==> config.mk <==
export PLATFORM = sky130hd
export DESIGN_NAME = bird_physics_flat
export DESIGN_NICKNAME = d
export VERILOG_FILES = /design/src/rtl/bird_pkg.sv /design/src/rtl/bird_physics_if.sv /design/src/rtl/bird_physics_tick_gen.sv /design/src/rtl/bird_physics.sv /design/src/flat_wrapper.sv
export SDC_FILE = /design/constraint.sdc
export NUM_CORES = 1
export LEC_CHECK = 0
export CORE_MARGIN = 2
export CORE_UTILIZATION = 35
export DETAILED_ROUTE_END_ITERATION = 10
export MAX_ROUTING_LAYER = met4
export PLACE_DENSITY_LB_ADDON = 0.05
export SYNTH_ARGS = -nofsm -noshare
export SYNTH_HDL_FRONTEND = slang
export SYNTH_SLANG_ARGS = --single-unit
==> constraint.sdc <==
create_clock -name CLK -period 3.8 [get_ports CLK]
set_input_delay 0.76 -clock CLK [delete_from_list [all_inputs] [get_ports CLK]]
set_output_delay 0.76 -clock CLK [all_outputs]
set_load 0.01 [all_outputs]
==> src/rtl/bird_pkg.sv <==
// Shared definitions for the flappy-bird controller, physics and renderer:
// controller state encoding and common coordinate/velocity widths.
package bird_pkg;

  localparam int Y_W_DEFAULT = 10;
  localparam int VEL_W       = 6;

  typedef enum logic [2:0] {
    the_begin = 3'b100,
    bird_down = 3'b001,
    bird_up   = 3'b010,
    bird_dead = 3'b011
  } ctrl_state_e;

endpackage

==> src/rtl/bird_physics_if.sv <==
// Bundle between the game controller (master) and the bird physics responder (slave).
interface bird_physics_if
  import bird_pkg::*;
#(
  parameter int Y_W = Y_W_DEFAULT
);

  logic [2:0]              state;
  logic [Y_W-1:0]          pipe_x;
  logic [Y_W-1:0]          gap_top;
  logic [Y_W-1:0]          gap_bot;
  logic [Y_W-1:0]          bird_y;
  logic signed [VEL_W-1:0] vel;
  logic                    dead;
  logic                    frame_tick;

  modport master (
    output state, pipe_x, gap_top, gap_bot,
    input  bird_y, vel, dead, frame_tick
  );

  modport slave (
    input  state, pipe_x, gap_top, gap_bot,
    output bird_y, vel, dead, frame_tick
  );

endinterface

==> src/rtl/bird_physics_tick_gen.sv <==
// Frame divider: counts 0..FRAME_DIV-1 and emits a registered one-cycle tick
// FRAME_DIV cycles after reset release, then every FRAME_DIV cycles.
module tick_gen #(
  parameter int FRAME_DIV = 833333
) (
  input  logic CLK,
  input  logic RST,
  output logic tick
);

  localparam int                 CNT_W = (FRAME_DIV > 1) ? $clog2(FRAME_DIV) : 1;
  localparam logic [CNT_W-1:0]   LAST  = CNT_W'(FRAME_DIV - 1);

  logic [CNT_W-1:0] count_q, count_d;
  logic             tick_q, tick_d;

  always_comb begin
    count_d = (count_q == LAST) ? '0 : count_q + 1'b1;
    tick_d  = (count_q == LAST);
  end

  // NOTE: sequential state uses non-blocking assignments so every flop samples
  // pre-edge values regardless of statement order.
  always_ff @(posedge CLK or posedge RST) begin
    if (RST) begin
      count_q <= '0;
      tick_q  <= 1'b0;
    end else begin
      count_q <= count_d;
      tick_q  <= tick_d;
    end
  end

  assign tick = tick_q;

endmodule

==> src/rtl/bird_physics.sv <==
// Bird physics and collision responder. Stage 1 moves the bird on each frame tick,
// stage 2 evaluates collisions and strobes frame_tick. Macro BIRD_GOD_MODE_EN disables pipe hits.
module bird_physics
  import bird_pkg::*;
#(
  parameter int FRAME_DIV = 833333,
  parameter int Y_W       = Y_W_DEFAULT,
  parameter int Y_START   = 232,
  parameter int BIRD_X    = 100,
  parameter int BIRD_W    = 16,
  parameter int BIRD_H    = 16,
  parameter int PIPE_W    = 40,
  parameter int GROUND_Y  = 448,
  parameter int GRAV      = 1,
  parameter int FLAP_VEL  = 6,
  parameter int VMAX      = 8
) (
  input  logic           CLK,
  input  logic           RST,
  bird_physics_if.slave  bus
);

  localparam int N_W     = Y_W + 2;
  localparam int Y_FLOOR = GROUND_Y - BIRD_H;

  logic                    tick;
  logic [Y_W-1:0]          bird_y_q, bird_y_d;
  logic signed [VEL_W-1:0] vel_q, vel_d;
  logic                    s1_valid_q, s1_valid_d;
  logic [2:0]              s1_state_q, s1_state_d;
  logic                    dead_q, dead_d;
  logic                    frame_tick_q, frame_tick_d;

  logic signed [N_W-1:0]   y_ext, next_pos;
  logic signed [VEL_W:0]   vel_inc;
  logic                    move;
  logic [N_W-1:0]          pipe_x_ext, bird_bot;
  logic                    hit_ground, hit_pipe, x_overlap, out_of_gap;

  tick_gen #(.FRAME_DIV(FRAME_DIV)) u_tick_gen (
    .CLK  (CLK),
    .RST  (RST),
    .tick (tick)
  );

  // Stage 1: position/velocity update from the state sampled on the tick cycle.
  always_comb begin
    // NOTE: every output of this block gets a default first so no path can infer a latch.
    bird_y_d   = bird_y_q;
    vel_d      = vel_q;
    s1_valid_d = tick;
    s1_state_d = s1_state_q;
    y_ext      = {2'b00, bird_y_q};
    next_pos   = y_ext;
    vel_inc    = (VEL_W+1)'(vel_q) + (VEL_W+1)'(GRAV);
    move       = 1'b0;

    if (tick) begin
      s1_state_d = bus.state;
      case (bus.state)
        the_begin: begin
          bird_y_d = Y_W'(Y_START);
          vel_d    = '0;
        end
        bird_down: begin
          next_pos = y_ext + N_W'(vel_q);
          move     = 1'b1;
          vel_d    = (vel_inc > (VEL_W+1)'(VMAX)) ? VEL_W'(VMAX) : VEL_W'(vel_inc);
        end
        bird_up: begin
          next_pos = y_ext - N_W'(FLAP_VEL);
          move     = 1'b1;
          vel_d    = VEL_W'(-FLAP_VEL);
        end
        default: ;
      endcase

      // Ceiling and ground clamp in the wide signed domain before narrowing.
      if (move) begin
        if (next_pos < 0)
          bird_y_d = '0;
        else if (next_pos > N_W'(Y_FLOOR))
          bird_y_d = Y_W'(Y_FLOOR);
        else
          bird_y_d = next_pos[Y_W-1:0];
      end
    end
  end

  // Stage 2: collisions against the freshly updated position.
  always_comb begin
    pipe_x_ext = {2'b00, bus.pipe_x};
    bird_bot   = {2'b00, bird_y_q} + N_W'(BIRD_H - 1);
    hit_ground = (bird_y_q >= Y_W'(Y_FLOOR));
    x_overlap  = (N_W'(BIRD_X + BIRD_W) > pipe_x_ext) &&
                 (N_W'(BIRD_X) < pipe_x_ext + N_W'(PIPE_W));
    out_of_gap = (bird_y_q < bus.gap_top) || (bird_bot > {2'b00, bus.gap_bot});
`ifdef BIRD_GOD_MODE_EN
    hit_pipe   = 1'b0;
`else
    hit_pipe   = x_overlap && out_of_gap;
`endif
    frame_tick_d = s1_valid_q;
    dead_d       = dead_q;
    if (s1_valid_q)
      dead_d = (s1_state_q == the_begin) ? 1'b0 : (dead_q | hit_ground | hit_pipe);
  end

  always_ff @(posedge CLK or posedge RST) begin
    if (RST) begin
      bird_y_q     <= Y_W'(Y_START);
      vel_q        <= '0;
      s1_valid_q   <= 1'b0;
      s1_state_q   <= the_begin;
      dead_q       <= 1'b0;
      frame_tick_q <= 1'b0;
    end else begin
      bird_y_q     <= bird_y_d;
      vel_q        <= vel_d;
      s1_valid_q   <= s1_valid_d;
      s1_state_q   <= s1_state_d;
      dead_q       <= dead_d;
      frame_tick_q <= frame_tick_d;
    end
  end

  assign bus.bird_y     = bird_y_q;
  assign bus.vel        = vel_q;
  assign bus.dead       = dead_q;
  assign bus.frame_tick = frame_tick_q;

endmodule

==> src/flat_wrapper.sv <==
// flat-port wrapper written by rule: the top's interface ports become plain ports
module bird_physics_flat import bird_pkg::*;
#(
  parameter int FRAME_DIV = 833333,
  parameter int Y_W       = Y_W_DEFAULT,
  parameter int Y_START   = 232,
  parameter int BIRD_X    = 100,
  parameter int BIRD_W    = 16,
  parameter int BIRD_H    = 16,
  parameter int PIPE_W    = 40,
  parameter int GROUND_Y  = 448,
  parameter int GRAV      = 1,
  parameter int FLAP_VEL  = 6,
  parameter int VMAX      = 8
)
  (CLK, RST, bus_state, bus_pipe_x, bus_gap_top, bus_gap_bot, bus_bird_y, bus_vel, bus_dead, bus_frame_tick);
  bird_physics_if #(.Y_W(Y_W)) bus_i ();
  input  logic CLK;
  input  logic RST;
  input wire logic [$bits(bus_i.state)-1:0] bus_state;
  input wire logic [$bits(bus_i.pipe_x)-1:0] bus_pipe_x;
  input wire logic [$bits(bus_i.gap_top)-1:0] bus_gap_top;
  input wire logic [$bits(bus_i.gap_bot)-1:0] bus_gap_bot;
  output wire logic [$bits(bus_i.bird_y)-1:0] bus_bird_y;
  output wire logic [$bits(bus_i.vel)-1:0] bus_vel;
  output wire logic [$bits(bus_i.dead)-1:0] bus_dead;
  output wire logic [$bits(bus_i.frame_tick)-1:0] bus_frame_tick;
  assign bus_i.state = bus_state;
  assign bus_i.pipe_x = bus_pipe_x;
  assign bus_i.gap_top = bus_gap_top;
  assign bus_i.gap_bot = bus_gap_bot;
  assign bus_bird_y = bus_i.bird_y;
  assign bus_vel = bus_i.vel;
  assign bus_dead = bus_i.dead;
  assign bus_frame_tick = bus_i.frame_tick;
  bird_physics #(.FRAME_DIV(FRAME_DIV), .Y_W(Y_W), .Y_START(Y_START), .BIRD_X(BIRD_X), .BIRD_W(BIRD_W), .BIRD_H(BIRD_H), .PIPE_W(PIPE_W), .GROUND_Y(GROUND_Y), .GRAV(GRAV), .FLAP_VEL(FLAP_VEL), .VMAX(VMAX)) u_core (.CLK(CLK), .RST(RST), .bus(bus_i));
endmodule
# Yosys cells after proc, flatten, opt, wreduce, memory -nomap -nowiden
# Index checks and enable logic that the tools add are counted.
[totals]
output_inout_bits = 18
elab_cells = 49
register_bits = 43
in_bits = 35
[op_classes]
add_sub_neg = 6
n_eq_ne = 5
magnitude_cmp = 8
reduce_logical = 8
mux = 12
n_bitwise = 2
[ops]
columns = ["cell", "count"]
rows = [
  ["two-way mux 10 bit", 4],
  ["case mux 12 bit (2 select lines)", 1],
  ["adder 20 x 1 -> 20 bit, second input constant", 1],
  ["equality test 20 bit, second input constant", 1],
  ["two-way mux 20 bit", 1],
  ["case mux 6 bit (3 select lines)", 1],
  ["adder 11 x 6 -> 12 bit", 1],
  ["> comparator 12 x 10 -> 1 bit", 1],
  ["> comparator 12 x 10 -> 1 bit, second input constant", 1],
  ["< comparator 12 x 1 -> 1 bit, second input constant", 1],
  ["< comparator 7 x 12 -> 1 bit, first input constant", 1],
  ["two-way mux 12 bit", 1],
  ["adder 10 x 4 -> 11 bit, second input constant", 1],
  ["adder 10 x 6 -> 11 bit, second input constant", 1],
  ["subtractor 10 x 3 -> 11 bit, second input constant", 1],
  ["greater-or-equal comparator 10 x 9 -> 1 bit, second input constant", 1],
  ["> comparator 7 x 10 -> 1 bit, first input constant", 1],
  ["< comparator 10 bit", 1],
  ["adder 6 x 2 -> 7 bit, second input constant", 1],
  ["> comparator 7 x 5 -> 1 bit, second input constant", 1],
  ["equality test 3 bit, second input constant", 2],
  ["two-way mux 6 bit", 1],
  ["AND reduction 2 bit", 2],
  ["equality test 3 x 1 -> 1 bit, second input constant", 1],
  ["other kinds (8)", 12],
]

# Longest topological paths before layout
# Gate-level depths: netlist (run 1).
[depth]
word_depth = 7
mapped_depth = 14
mapped_depth_nobuf = 14

# Modules after synthesis
# From an unflattened synthesis (run 1), not the netlist that was laid out.
[unflattened]
hier_cells = 457
area_unflattened_um2 = 3834.9
[by_module_without_submodules]
columns = ["module", "seq_area_each_um2", "cells_per_inst", "area_each_um2", "instances"]
rows = [
  ["bird_physics", 556.8, 353, 2768.9, 1],
  ["tick_gen", 525.5, 104, 1066.0, 1],
]

# Least setup slack after synthesis (run 1)
# Ideal clock, no wire load.
[synth_path]
kind = "register to register"
from = "register u_core.vel_q[0], in the netlist u_core.bus.vel[0]"
to = "register u_core.bird_y_q[8], in the netlist u_core.bus.bird_y[8]"
period_less_slack_ns = 2.785
required_time_ns = 3.678
arrival_ns = 2.663
path_buffers = 0
setup_ns = 0.122
stages_incl_launch_ff = 12
slack_ns = 1.015
cell_sequence = "dfrtp_1 ha_1 inv_1 fa_1 nor2b_1 o31a_2 o41a_1 a2111oi_0 o21ai_0 nand4_1 nand4_1 a32o_1"
[synth_via]
elab_chain_cells = 7
word_cells_on_any_way = 8
classes_between = "1 x add/sub; 2 x order compare; 5 x mux"
[synth_lines]
columns = ["item", "line_no", "source"]
rows = [
  ["from (decl)", "bird_physics.sv:28", "logic signed [VEL_W-1:0] vel_q, vel_d;"],
  ["from (signal assigned)", "bird_physics.sv:119", "vel_q <= vel_d;"],
  ["adder 11 x 6 -> 12 bit (*)", "bird_physics.sv:66", "next_pos = y_ext + N_W'(vel_q);"],
  ["case mux 12 bit (2 select lines) (*)", "bird_physics.sv:60", "case (bus.state)"],
  ["two-way mux 12 bit (*)", "bird_physics.sv:58", "if (tick) begin"],
  ["> comparator 12 x 10 -> 1 bit", "bird_physics.sv:82", "else if (next_pos > N_W'(Y_FLOOR))"],
  ["two-way mux 10 bit", "bird_physics.sv:82", ""],
  ["two-way mux 10 bit (*)", "bird_physics.sv:80", "if (next_pos < 0)"],
  ["two-way mux 10 bit (*)", "bird_physics.sv:79", "if (move) begin"],
  ["to (signal assigned)", "bird_physics.sv:111", "bird_y_q <= Y_W'(Y_START);"],
  ["to (signal assigned)", "bird_physics.sv:118", "bird_y_q <= bird_y_d;"],
  ["to (decl)", "bird_physics.sv:27", "logic [Y_W-1:0] bird_y_q, bird_y_d;"],
]
# Every way passes the cells marked *; elsewhere a longest branch is shown, timed or not. The select of a mux whose other input is x is not followed.
# A chain may end at the register's enable or synchronous reset.

# Final worst setup path (run 1)
[layout_path]
from = "register u_core.bird_y_q[2], in the netlist u_core.bus.bird_y[2]"
to = "register u_core.bird_y_q[8], in the netlist u_core.bus.bird_y[8]"
[layout_via]
elab_chain_cells = 7
word_cells_on_any_way = 9
classes_between = "2 x add/sub; 2 x order compare; 5 x mux"
[layout_lines]
columns = ["item", "line_no"]
rows = [
  ["adder 11 x 6 -> 12 bit or subtractor 10 x 3 -> 11 bit (tied branches)", "bird_physics.sv:66, bird_physics.sv:71"],
  ["case mux 12 bit (2 select lines) (*)", "bird_physics.sv:60"],
  ["two-way mux 12 bit (*)", "bird_physics.sv:58"],
  ["> comparator 12 x 10 -> 1 bit", "bird_physics.sv:82"],
  ["two-way mux 10 bit", "bird_physics.sv:82"],
  ["two-way mux 10 bit (*)", "bird_physics.sv:80"],
  ["two-way mux 10 bit (*)", "bird_physics.sv:79"],
]
# Marks and branches as above.

==> impl_results.md, run 1 <==
* Status: complete, no violations
* Data arrival time of the critical path at 3.41 ns
* Slowest-stage cell, CP: sky130_fd_sc_hd__dfrtp_1
* Maximum ir drop on the vdd rail at 0.190 mV
* Sequential cell fraction of total power at 51.6%
* Commonest register cell after synthesis: sky130_fd_sc_hd__dfrtp_1
* Worst setup path category: reg2reg
* Critical path data required time at 3.99 ns
* Global Route met1 Usage at 23.5%
* Post-CTS setup buffer count at 0
* DRC violation count after routing at 0
* Detailed-placement wirelength estimate at 7.40 mm
* Total setup violations reported at the end of the flow at 0
* Hold Path Sink: u_core.bus.frame_tick$_DFF_PP0_
* Hold Slack at around 0.40 ns
* Root buffer cell: sky130_fd_sc_hd__clkbuf_8
* Number of global-route vias before repair at between 3000 and 4000
* Max-Cap Viols at 0
* Number of flops mapped to enable cells by yosys at 0
* Final design instance area without fill at 4500 um2
* Level count of the clock H-tree at 2
* Reg2reg setup slack at between 0.5 and 0.6 ns
* Routed wire per std cell at 15.2 um
* Post-synth net total at 513
* Post-route fraction of the period consumed by the critical path at 84.7%
* Clk_skew at 0.00416 ns
* Antenna viol nets, final at 0
* Y dimension of the die at 108 um
* Placement Rows at 37
* CP Cell Sequence: ha_1, nor2b_1, o31a_2, o41a_1, a2111oi_0, o21ai_0, nand4_1, nand4_1, a32o_1
* Vias at 3359
* Proportion of total power due to net switching at a little over a quarter
* Area growth from synthesis to layout at 19.9%
* Clock network power share at 35.2%
* Gates resized, CTS repair at 0
* Number of hold buffers added after CTS at 0
* Initial cell density of the core at 36.2%
* Startpoint type of the worst setup path: register
* Share of flip-flops with an asynchronous set or reset at 100%
* Synth Cell Area at 3750 um2
* Depth of the worst register-to-register path at 9
* Area after DPL at roughly 4400 um2
* Total CTS buffers at 5
* Most Frequent Cell on Critical Path: sky130_fd_sc_hd__nand4_1
* Reg-to-reg critical path endpoint: u_core.bus.bird_y[8]$_DFFE_PP0P_
* Unrepaired setup endpoints after global routing: false
* Total iterations of the first detailed-routing run at 4
* Max-slew headroom at 52.6%
* Placer congestion estimate at between 0.8 and 0.9
* Wire length of the first global-routing pass at between 15 and 20 mm
* Worst Setup Slack, final at a little under 0.6 ns
* Antenna violations before repair at 0
* Met3 Usage GRT at a little over 2%
* Final hold violation count at 0
* Number of filler cells placed in the layout at between 1000 and 1500
* Core Area at around 10000 um2
* Via density per instance at 5.33
* Area of the die at 11600 um2
* Final net count at 567
* Utilization of the core after routing at ~43%
* Initial detailed-routing violation count at slightly below 200
* Sequential element share of the synthesized area at between 20 and 30%
* Launch point of the worst reg-to-reg path: u_core.bus.bird_y[2]$_DFFE_PP0P_
* Worst-path fanout max at 9
* Post-synthesis area per instance at 8.55 um2
* Worst hold path stage count at 0
* DP Worst Slack at 0.365 ns
* Clk pin slew, worst setup/hold paths at 0.09 ns
* Proportion of layout cells with a drive suffix above 1 at 7.89%
* Portion of total power attributed to combinational logic at 13.2%
* Endpoint class of the critical path: register
* Highest clock rate at roughly 310 MHz
* Placed cell count at 622
* Count of warnings emitted by yosys at 0
* Global routing's busiest layer: met2
* Most frequent cells in the layout: 52 x sky130_fd_sc_hd__clkdlybuf4s50_1, 39 x sky130_fd_sc_hd__nor2_1, 38 x sky130_fd_sc_hd__ha_1, 38 x sky130_fd_sc_hd__dfrtp_1, 36 x sky130_fd_sc_hd__nand2_1
* IO Count at 53
* Final setup TNS at 0 ns
* Latest clock arrival within the worst-skew pair at roughly 0.30 ns
* Power density normalized to cell area at roughly 200 nW/um2
* Internal Power at approximately 650 uW
* Number of synthesized register bits at 43
* Type of the worst min-delay path: reg2reg
* Overall Global Routing Usage at 17.7%
* Least-Margin Pin Slew at 0.706 ns
* Finished Layout Cells at 630
* Min-delay src: u_core.frame_tick_d$_DFF_PP0_
* Leakage Power at 1.99 nW
* Instance count of the mapped netlist at 439
* Number of pins with negative max-slew slack in the final report at 0
* Overall Power at 888 uW
* Met2 track demand over resource at 29.2%
* Period minus WS final at 3.22 ns
* Wire length reported by the detailed router at 9.61 mm
* Horiz. Die Dim at 108 um
* Number of antenna cells inserted at 0
* Buffer levels on the longest clock path at 2
* I/O Buffers at 52
* Clock sink count at 43
* Switching power of the nets at 234 uW
* Pin count of the biggest net entering global routing at 44
* Clock tree from TritonCTS: built
* Max incr delay on CP at 0.60 ns
* Number of distinct standard cells referenced by the synthesized netlist at 72
* Most frequent standard cell in the layout excluding fill and tap cells: sky130_fd_sc_hd__clkdlybuf4s50_1
* Aggregate global routing overflow at 0
cell type report:
type	instances	area [um2]	area share (%)
Multi-Input combinational cell	347	2440	54.2
Sequential cell	43	1080	24.0
Clock inverter	3	26.3	0.584
Clock buffer	5	68.8	1.53
Timing Repair Buffer	60	581	12.9
Inverter	36	135	3.00
Tap cell	136	170	3.78
registers in the layout, summed over array words and instances (netlist names):
name                       cells
u_core.bus.bird_y             10
u_core.bus.dead                1
u_core.bus.frame_tick          1
u_core.bus.vel                 6
u_core.frame_tick_d            1
u_core.s1_state_q              3
u_core.u_tick_gen.count_q     20
u_core.u_tick_gen.tick         1
cell usage after synthesis, drive strengths merged (5+ instances only):
cell	n	area, um2
nor2	39	146
dfrtp	38	951
ha	38	475
nand2	37	141
inv	36	135
o21ai	25	129
a21oi	23	115
nand3	19	95.1
xnor2	16	140
xor2	14	123
and3	9	57.6
nand4	9	56.3
nor3	8	40.0
clkbuf	7	56.3
nor2b	7	43.8
o21a	7	60.1
a21o	6	45.0
buf	6	42.5
mux2i	6	60.1
a211oi	5	37.5
a31oi	5	31.3
and2	5	32.5
dfstp	5	131
o32ai	5	43.8
worst max-delay path by stage:
| stage | startpoint | end | slack, ns | cells after the start |
|---|---|---|---|---|
| after floorplan | u_core.bus.vel[0]$_DFFE_PP0P_ | u_core.bus.bird_y[8]$_DFFE_PP0P_ | 1.02 | 11 |
| after CTS | u_core.bus.bird_y[2]$_DFFE_PP0P_ | u_core.bus.bird_y[8]$_DFFE_PP0P_ | 0.64 | 9 |
| after detailed placement | bus_state[0] | u_core.bus.bird_y[8]$_DFFE_PP0P_ | 0.36 | 9 |
| after global placement | bus_state[0] | u_core.bus.bird_y[8]$_DFFE_PP0P_ | 0.41 | 9 |
| after global routing | bus_state[0] | u_core.bus.bird_y[8]$_DFFE_PP0P_ | 0.42 | 9 |
| final | u_core.bus.bird_y[2]$_DFFE_PP0P_ | u_core.bus.bird_y[8]$_DFFE_PP0P_ | 0.58 | 9 |
worst max-delay path, delay by kind of cell (launching register included):
kind	cells	cell delay (ns)
flops	1	0.60
simple gates	3	0.62
compound gates	5	1.54
fa+ha+maj	1	0.35
layer usage:
metal / routed length [um] / up-vias / share of wire [%]
met4: 77 / 0 / 0.80
met3: 277 / 5 / 2.9
met5: 0 / - / 0
met1: 4660 / 1590 / 48
met2: 4590 / 53 / 48
li1: - / 1711 / -
cells by family (layout without fill, tap and decap cells):
| group | after synthesis | count (layout) | share of synthesized area (%) |
|---|---|---|---|
| compound gates | 115 | 115 | 21.6 |
| simple gates | 154 | 154 | 20.7 |
| xor+xnor | 30 | 30 | 7.00 |
| mux | 9 | 9 | 2.50 |
| buf+inv | 49 | 104 | 6.23 |
| flops | 43 | 43 | 28.8 |
| fa+ha+maj | 39 | 39 | 13.2 |
power by group through the flow:
stage | clock network, mW | logic, mW | registers, mW
final | 0.312 | 0.117 | 0.458
after floorplan | 0 | 0.0633 | 0.467
after CTS | 0.331 | 0.119 | 0.458
after global placement | 0 | 0.116 | 0.467
after detailed placement | 0 | 0.118 | 0.467
after global routing | 0.344 | 0.133 | 0.458
Note: power is estimated with default switching activity, not from simulation.
==> run 2: changes to the inputs <==
==> constraint.sdc (replaced) <==
create_clock -name CLK -period 3.1 [get_ports CLK]
set_input_delay 0.62 -clock CLK [delete_from_list [all_inputs] [get_ports CLK]]
set_output_delay 0.62 -clock CLK [all_outputs]
set_load 0.01 [all_outputs]
==> run 2 against run 1 <==
  * Global-route usage grew 1.1 points
  * First-iteration DRC count grew 3.0%
  * Sequential cell count unchanged
  * Count of clock-buffer cells in the layout up 1
  * Clock power up 27%
  * Die area stayed put
  * Clock skew is 0.0061 ns higher
  * Utilization rose by 3.0 points
==> impl_results.md, run 2 (synthesized netlist as in run 1, its figures left out) <==
* Status: complete, no violations
* Buffer levels on the longest clock path at 2
* Routed wire per std cell at 15.6 um
* Final net count at 600
* Via density per instance at 5.33
* Min-delay src: u_core.frame_tick_d$_DFF_PP0_
* Root buffer cell: sky130_fd_sc_hd__clkbuf_8
* Most frequent cells in the layout: 52 x sky130_fd_sc_hd__clkdlybuf4s50_1, 41 x sky130_fd_sc_hd__buf_4, 39 x sky130_fd_sc_hd__nor2_1, 37 x sky130_fd_sc_hd__dfrtp_1
* Worst-path fanout max at 7
* Final hold violation count at 0
* Worst setup path category: reg2reg
* IO Count at 53
* Area of the multi-input gates at about 2500 um2
* Hold Path Sink: u_core.bus.frame_tick$_DFF_PP0_
* Register ranked first by flip-flop count: u_core.u_tick_gen.count_q
* Maximum ir drop on the vdd rail at between 0.15 and 0.2 mV
* Unrepaired setup endpoints after global routing: true
* Reg2reg setup slack at between 0.08 and 0.09 ns
* Vias at 3532
* Total CTS buffers at 5
* Wire length of the first global-routing pass at 16.9 mm
* Final design instance area without fill at 4810 um2
* Horiz. Die Dim at 108 um
* Post-route fraction of the period consumed by the critical path at 97.3%
* Initial detailed-routing violation count at around 200
* Antenna violations before repair at 0
* Placed cell count at between 600 and 700
* Clock sink count at 43
* Number of global-route vias before repair at 3410
* Endpoint class of the critical path: register
* Type of the worst min-delay path: reg2reg
* Number of pins with negative max-slew slack in the final report at 0
* Area growth from synthesis to layout at 28.2%
* Total iterations of the first detailed-routing run at 4
* Placer congestion estimate at 0.913
* Critical path data required time at 3.29 ns
* Core Area at 10400 um2
* Number of filler cells placed in the layout at 1026
* Area after DPL at 4590 um2
* Data arrival time of the critical path at 3.20 ns
* Highest clock rate at 331 MHz
* Total setup violations reported at the end of the flow at 0
* Number of antenna cells inserted at 0
* Depth of the worst register-to-register path at 11
* Clk pin slew, worst setup/hold paths at ~0.090 ns
* Finished Layout Cells at around 660
* Latest clock arrival within the worst-skew pair at 0.30 ns
* Detailed-placement wirelength estimate at 7.98 mm
* Least-Margin Pin Slew at 0.614 ns
* Overall Global Routing Usage at 18.8%
* Footprint of the flip-flops and latches at roughly 1100 um2
* Area of the die at 11600 um2
* Worst hold path stage count at 0
* Most frequent standard cell in the layout excluding fill and tap cells: sky130_fd_sc_hd__clkdlybuf4s50_1
* Clock tree from TritonCTS: built
* Placement Rows at 37
* Leakage Power at between 2 and 2.5 nW
* Reg-to-reg critical path endpoint: u_core.bus.bird_y[8]$_DFFE_PP0P_
* Worst setup startpoint: u_core.bus.vel[0]$_DFFE_PP0P_
* Pin count of the biggest net entering global routing at 17
* I/O Buffers at 52
* Max-Cap Viols at 0
* Flip-flop count of the largest register, all copies and words added at 20
* Level count of the clock H-tree at 2
* Wire length reported by the detailed router at 10.4 mm
* Startpoint type of the worst setup path: register
* DRC violation count after routing at 0
* Period minus WS final at 3.02 ns
* Launch point of the worst reg-to-reg path: u_core.bus.vel[0]$_DFFE_PP0P_
* Y dimension of the die at 108 um
* Power density normalized to cell area at 232 nW/um2
* Antenna viol nets, final at 0
* Proportion of layout cells with a drive suffix above 1 at 16.1%
* Aggregate global routing overflow at 0
* Clk_skew at 0.0102 ns
* Max-slew headroom at a little under 60%
* Initial cell density of the core at 36.2%
[run 2: changes by cell type in the layout (fill, tap and decap cells not counted), moves of 2 or more]
| cell | previous run | this run |
|---|---|---|
| sky130_fd_sc_hd__inv_1 | 35 | 33 |
| sky130_fd_sc_hd__buf_4 | 8 | 41 |
| sky130_fd_sc_hd__o32ai_2 | 0 | 3 |
| sky130_fd_sc_hd__ha_1 | 38 | 36 |
| sky130_fd_sc_hd__o32ai_1 | 5 | 2 |
| sky130_fd_sc_hd__clkinvlp_4 | 0 | 2 |
| sky130_fd_sc_hd__inv_6 | 2 | 0 |
[run 2: layer usage]
layer	vias up	GRT usage [%]	routed length, um
met5	-	-	0
met4	0	5.31	210
met2	73	30.3	4880
met1	1668	24.5	4900
li1	1772	-	-
met3	19	2.85	358
[run 2: worst max-delay path, cell delays in order (launching register included)]
cell and delay (ns):
sky130_fd_sc_hd__dfrtp_1 0.42, sky130_fd_sc_hd__ha_2 0.20, sky130_fd_sc_hd__inv_2 0.06, sky130_fd_sc_hd__fa_2 0.20, sky130_fd_sc_hd__nor2b_2 0.05, sky130_fd_sc_hd__o31a_2 0.31, sky130_fd_sc_hd__o41a_1 0.47, sky130_fd_sc_hd__mux2i_2 0.26
sky130_fd_sc_hd__a32oi_1 0.15, sky130_fd_sc_hd__o22ai_2 0.37, sky130_fd_sc_hd__nand4_1 0.14, sky130_fd_sc_hd__a32o_1 0.26
[run 2: final cells by class]
cell class / count / share of cell area [%]
sequential: 43 / 22.5
clock buffer: 6 / 1.72
timing repair buffer: 93 / 17.2
multi-input combinational: 347 / 51.8
inverter: 36 / 2.88
clock inverter: 2 / 0.338
tap: 136 / 3.53
[run 2: worst max path at each step]
stage                                             to  slack (ns)  cells after the start
finish              u_core.bus.bird_y[8]$_DFFE_PP0P_        0.08                     11
detailed placement  u_core.bus.bird_y[8]$_DFFE_PP0P_       -0.06                      9
floorplan           u_core.bus.bird_y[8]$_DFFE_PP0P_        0.32                     11
CTS                 u_core.bus.bird_y[8]$_DFFE_PP0P_        0.02                     10
global placement    u_core.bus.bird_y[8]$_DFFE_PP0P_      -0.007                      9
global route        u_core.bus.bird_y[8]$_DFFE_PP0P_       -0.01                     11
[run 2: metrics by stage]
| step | hold slack (ns) | setup slack, ns | TNS, ns | power (mW) | util, % |
|---|---|---|---|---|---|
| after floorplan | 0.374 | 0.315 | 0 | 0.650 | - |
| after global placement | 0.392 | -0.00690 | -0.00690 | 0.725 | 44.3 |
| after detailed placement | 0.395 | -0.0616 | -0.160 | 0.727 | 44.3 |
| after CTS | 0.416 | 0.0247 | 0 | 1.12 | 45.3 |
| after global routing | 0.443 | -0.0136 | -0.0219 | 1.16 | 46.4 |
| final | 0.413 | 0.0828 | 0 | 1.12 | 46.4 |
[run 2: power by group]
part,internal [mW],switching (mW)
clock network,0.182,0.215
logic,0.0842,0.0738
registers,0.561,0.000470
total,0.828,0.289
[run 2: what timing repair did]
| item | in CTS | in global routing |
|---|---|---|
| endpoints found under the setup margin | 0 | 9 |
| resized for setup | 0 | 14 |
| hold buffers | 0 | 0 |
| setup buffers | 0 | 8 |
==> run 3: changes to the inputs <==
--- a/config.mk
+++ b/config.mk
@@ -8,6 +8,7 @@
 export CORE_MARGIN = 2
 export CORE_UTILIZATION = 35
 export DETAILED_ROUTE_END_ITERATION = 10
+export DONT_BUFFER_PORTS = 1
 export MAX_ROUTING_LAYER = met4
 export PLACE_DENSITY_LB_ADDON = 0.05
 export SYNTH_ARGS = -nofsm -noshare
==> run 3 against run 2 <==
  * Design area fell by 15%
  * Clock power rose by 15%
  * Clock skew fell by 0.0047 ns
  * Fmax rose by 4.6%
  * Register-to-register slack improved by 0.13 ns
==> impl_results.md, run 3 (synthesized netlist as in run 1, its figures left out) <==
* Status: complete, no violations
* Sequential cell fraction of total power at 50.5%
* Max-slew headroom at 63.8%
* Total iterations of the first detailed-routing run at 4
* Root buffer cell: sky130_fd_sc_hd__clkbuf_8
* Endpoint class of the critical path: register
* Maximum ir drop on the vdd rail at 0.150 mV
* Wire length reported by the detailed router at 9.98 mm
* Total setup violations reported at the end of the flow at 0
* Post-route fraction of the period consumed by the critical path at 93.1%
* Critical path data required time at 3.30 ns
* Initial detailed-routing violation count at 214
* Horiz. Die Dim at 108 um
* Number of pins with negative max-slew slack in the final report at 0
* Portion of total power attributed to combinational logic at under 10%
* Proportion of total power due to net switching at 24.5%
* Unrepaired setup endpoints after global routing: false
* I/O Buffers at 0
* Area of the die at approximately 12000 um2
* Latest clock arrival within the worst-skew pair at about 0.3 ns
* Wire length of the first global-routing pass at 16.8 mm
* Leakage Power at ~1.9 nW
* Switching power of the nets at 273 uW
* Reg-to-reg critical path endpoint: u_core.bus.bird_y[8]$_DFFE_PP0P_
* Placement Rows at 37
* Reg2reg setup slack at approximately 0.22 ns
* Type of the worst min-delay path: in2async
* Clock tree from TritonCTS: built
* Via density per instance at 5.47
* Vias at approximately 3200
* Worst-path fanout max at 7
* Worst Setup Slack, final at roughly 0.22 ns
* Antenna viol nets, final at 0
* DRC violation count after routing at 0
* Area growth from synthesis to layout at 9.63%
* Clock network power share at between 40 and 50%
* Number of antenna cells inserted at 0
* Proportion of layout cells with a drive suffix above 1 at between 10% and 20%
* Routed wire per std cell at 16.9 um
* Final hold violation count at 0
* Startpoint type of the worst setup path: register
* Aggregate global routing overflow at 0
* Clk pin slew, worst setup/hold paths at 0.09 ns
* Clock sink count at between 40 and 50
* Flip-flop count of the largest register, all copies and words added at 20
* Power density normalized to cell area at around 270 nW/um2
* Most frequent cells in the layout: 39 x sky130_fd_sc_hd__nor2_1, 38 x sky130_fd_sc_hd__ha_1, 37 x sky130_fd_sc_hd__dfrtp_1, 36 x sky130_fd_sc_hd__nand2_1, 35 x sky130_fd_sc_hd__inv_1
* Buffer levels on the longest clock path at 2
* Worst setup path category: reg2reg
* Highest clock rate at between 300 and 400 MHz
* Core Area at a little over 10000 um2
* IO Count at 53
* Final design instance area without fill at 4120 um2
* Pin count of the biggest net entering global routing at 36
* Number of global-route vias before repair at ~3300
* Number of hold buffers added after CTS at 0
* Placer congestion estimate at 0.880
* Internal Power at 839 uW
* Y dimension of the die at 108 um
* Least-Margin Pin Slew at ~0.54 ns
* Clk_skew at 0.00549 ns
* Placed cell count at 583
* Depth of the worst register-to-register path at 11
* Register ranked first by flip-flop count: u_core.u_tick_gen.count_q
* Final setup TNS at 0 ns
* Final net count at 529
* Antenna violations before repair at 0
* Max-Cap Viols at 0
* Detailed-placement wirelength estimate at 7.67 mm
* Finished Layout Cells at 592
* Initial cell density of the core at ~36%
* Data arrival time of the critical path at 3.09 ns
* Period minus WS final at 2.88 ns
* Most frequent standard cell in the layout excluding fill and tap cells: sky130_fd_sc_hd__nor2_1
* Launch point of the worst reg-to-reg path: u_core.bus.vel[0]$_DFFE_PP0P_
* Area after DPL at around 4000 um2
* Total CTS buffers at 5
* Overall Global Routing Usage at 18.9%
* Level count of the clock H-tree at 2
* DP Worst Slack at about 0.12 ns
-- run 3: changes by cell type in the layout (fill, tap and decap cells not counted), sizes merged --
| cell | delta |
|---|---|
| buf | -19 |
| clkinvlp | -1 |
| inv | +1 |
| clkinv | -1 |
| clkdlybuf4s50 | -52 |
| bufinv | +1 |
-- run 3: power by group through the flow --
stage               Sequential, mW  Combinational (mW)  Clock, mW
floorplan                    0.573              0.0776          0
global placement             0.573              0.0922          0
detailed placement           0.573              0.0941          0
CTS                          0.562              0.0947      0.477
global route                 0.562               0.109      0.494
finish                       0.562              0.0940      0.457
-- run 3: routing by layer --
metal / share of wire [%] / global-route usage (%)
met2: 49 / 31.1
met5: 0 / -
met1: 45 / 23.9
met4: 1.9 / 5.68
met3: 4.2 / 3.09
-- run 3: what timing repair did --
item / 4_1_cts / 5_1_grt
buffers inserted: 0 / 1
endpoints found under the setup margin: 0 / 7
gates resized for setup: 0 / 4
-- run 3: how the worst max path moves through the flow --
| stage | from | end | slack, ns | depth (start not counted) |
|---|---|---|---|---|
| after CTS | u_core.bus.vel[0]$_DFFE_PP0P_ | u_core.bus.bird_y[0]$_DFFE_PP0P_ | 0.1 | 11 |
| after global routing | u_core.bus.vel[0]$_DFFE_PP0P_ | u_core.bus.bird_y[2]$_DFFE_PP0P_ | 0.01 | 11 |
| after global placement | u_core.bus.vel[0]$_DFFE_PP0P_ | u_core.bus.bird_y[0]$_DFFE_PP0P_ | 0.21 | 11 |
| after floorplan | u_core.bus.vel[0]$_DFFE_PP0P_ | u_core.bus.bird_y[8]$_DFFE_PP0P_ | 0.32 | 11 |
| after detailed placement | u_core.bus.vel[0]$_DFFE_PP0P_ | u_core.bus.bird_y[0]$_DFFE_PP0P_ | 0.12 | 11 |
| final | u_core.bus.vel[0]$_DFFE_PP0P_ | u_core.bus.bird_y[8]$_DFFE_PP0P_ | 0.22 | 11 |
-- run 3: area by class of cell --
type,count,area (um2)
multi-input cells,347,2450
inverters,36,135
flip-flops and latches,43,1080
well taps,136,170
repair buffers,22,165
clock buffers,6,72.6
clock inverters,2,37.5
fillers,1087,6250
-- run 3: worst max-delay path: stages (launching register included) --
cell	delay, ns
sky130_fd_sc_hd__dfrtp_1	0.40
sky130_fd_sc_hd__ha_1	0.23
sky130_fd_sc_hd__inv_1	0.07
sky130_fd_sc_hd__fa_1	0.21
sky130_fd_sc_hd__nor2b_1	0.07
sky130_fd_sc_hd__o31a_2	0.32
sky130_fd_sc_hd__o41a_1	0.39
sky130_fd_sc_hd__mux2i_1	0.23
sky130_fd_sc_hd__a32oi_1	0.14
sky130_fd_sc_hd__o22ai_2	0.32
sky130_fd_sc_hd__nand4_1	0.14
sky130_fd_sc_hd__a32o_1	0.27
-- run 3: per-stage QoR --
| stage | utilization [%] | total power [mW] | hold slack (ns) |
|---|---|---|---|
| global placement | 38.4 | 0.665 | 0.390 |
| detailed placement | 38.4 | 0.667 | 0.388 |
| CTS | 39.5 | 1.13 | 0.106 |
| floorplan | - | 0.650 | 0.374 |
| global route | 39.7 | 1.16 | 0.119 |
| finish | 39.7 | 1.11 | 0.105 |
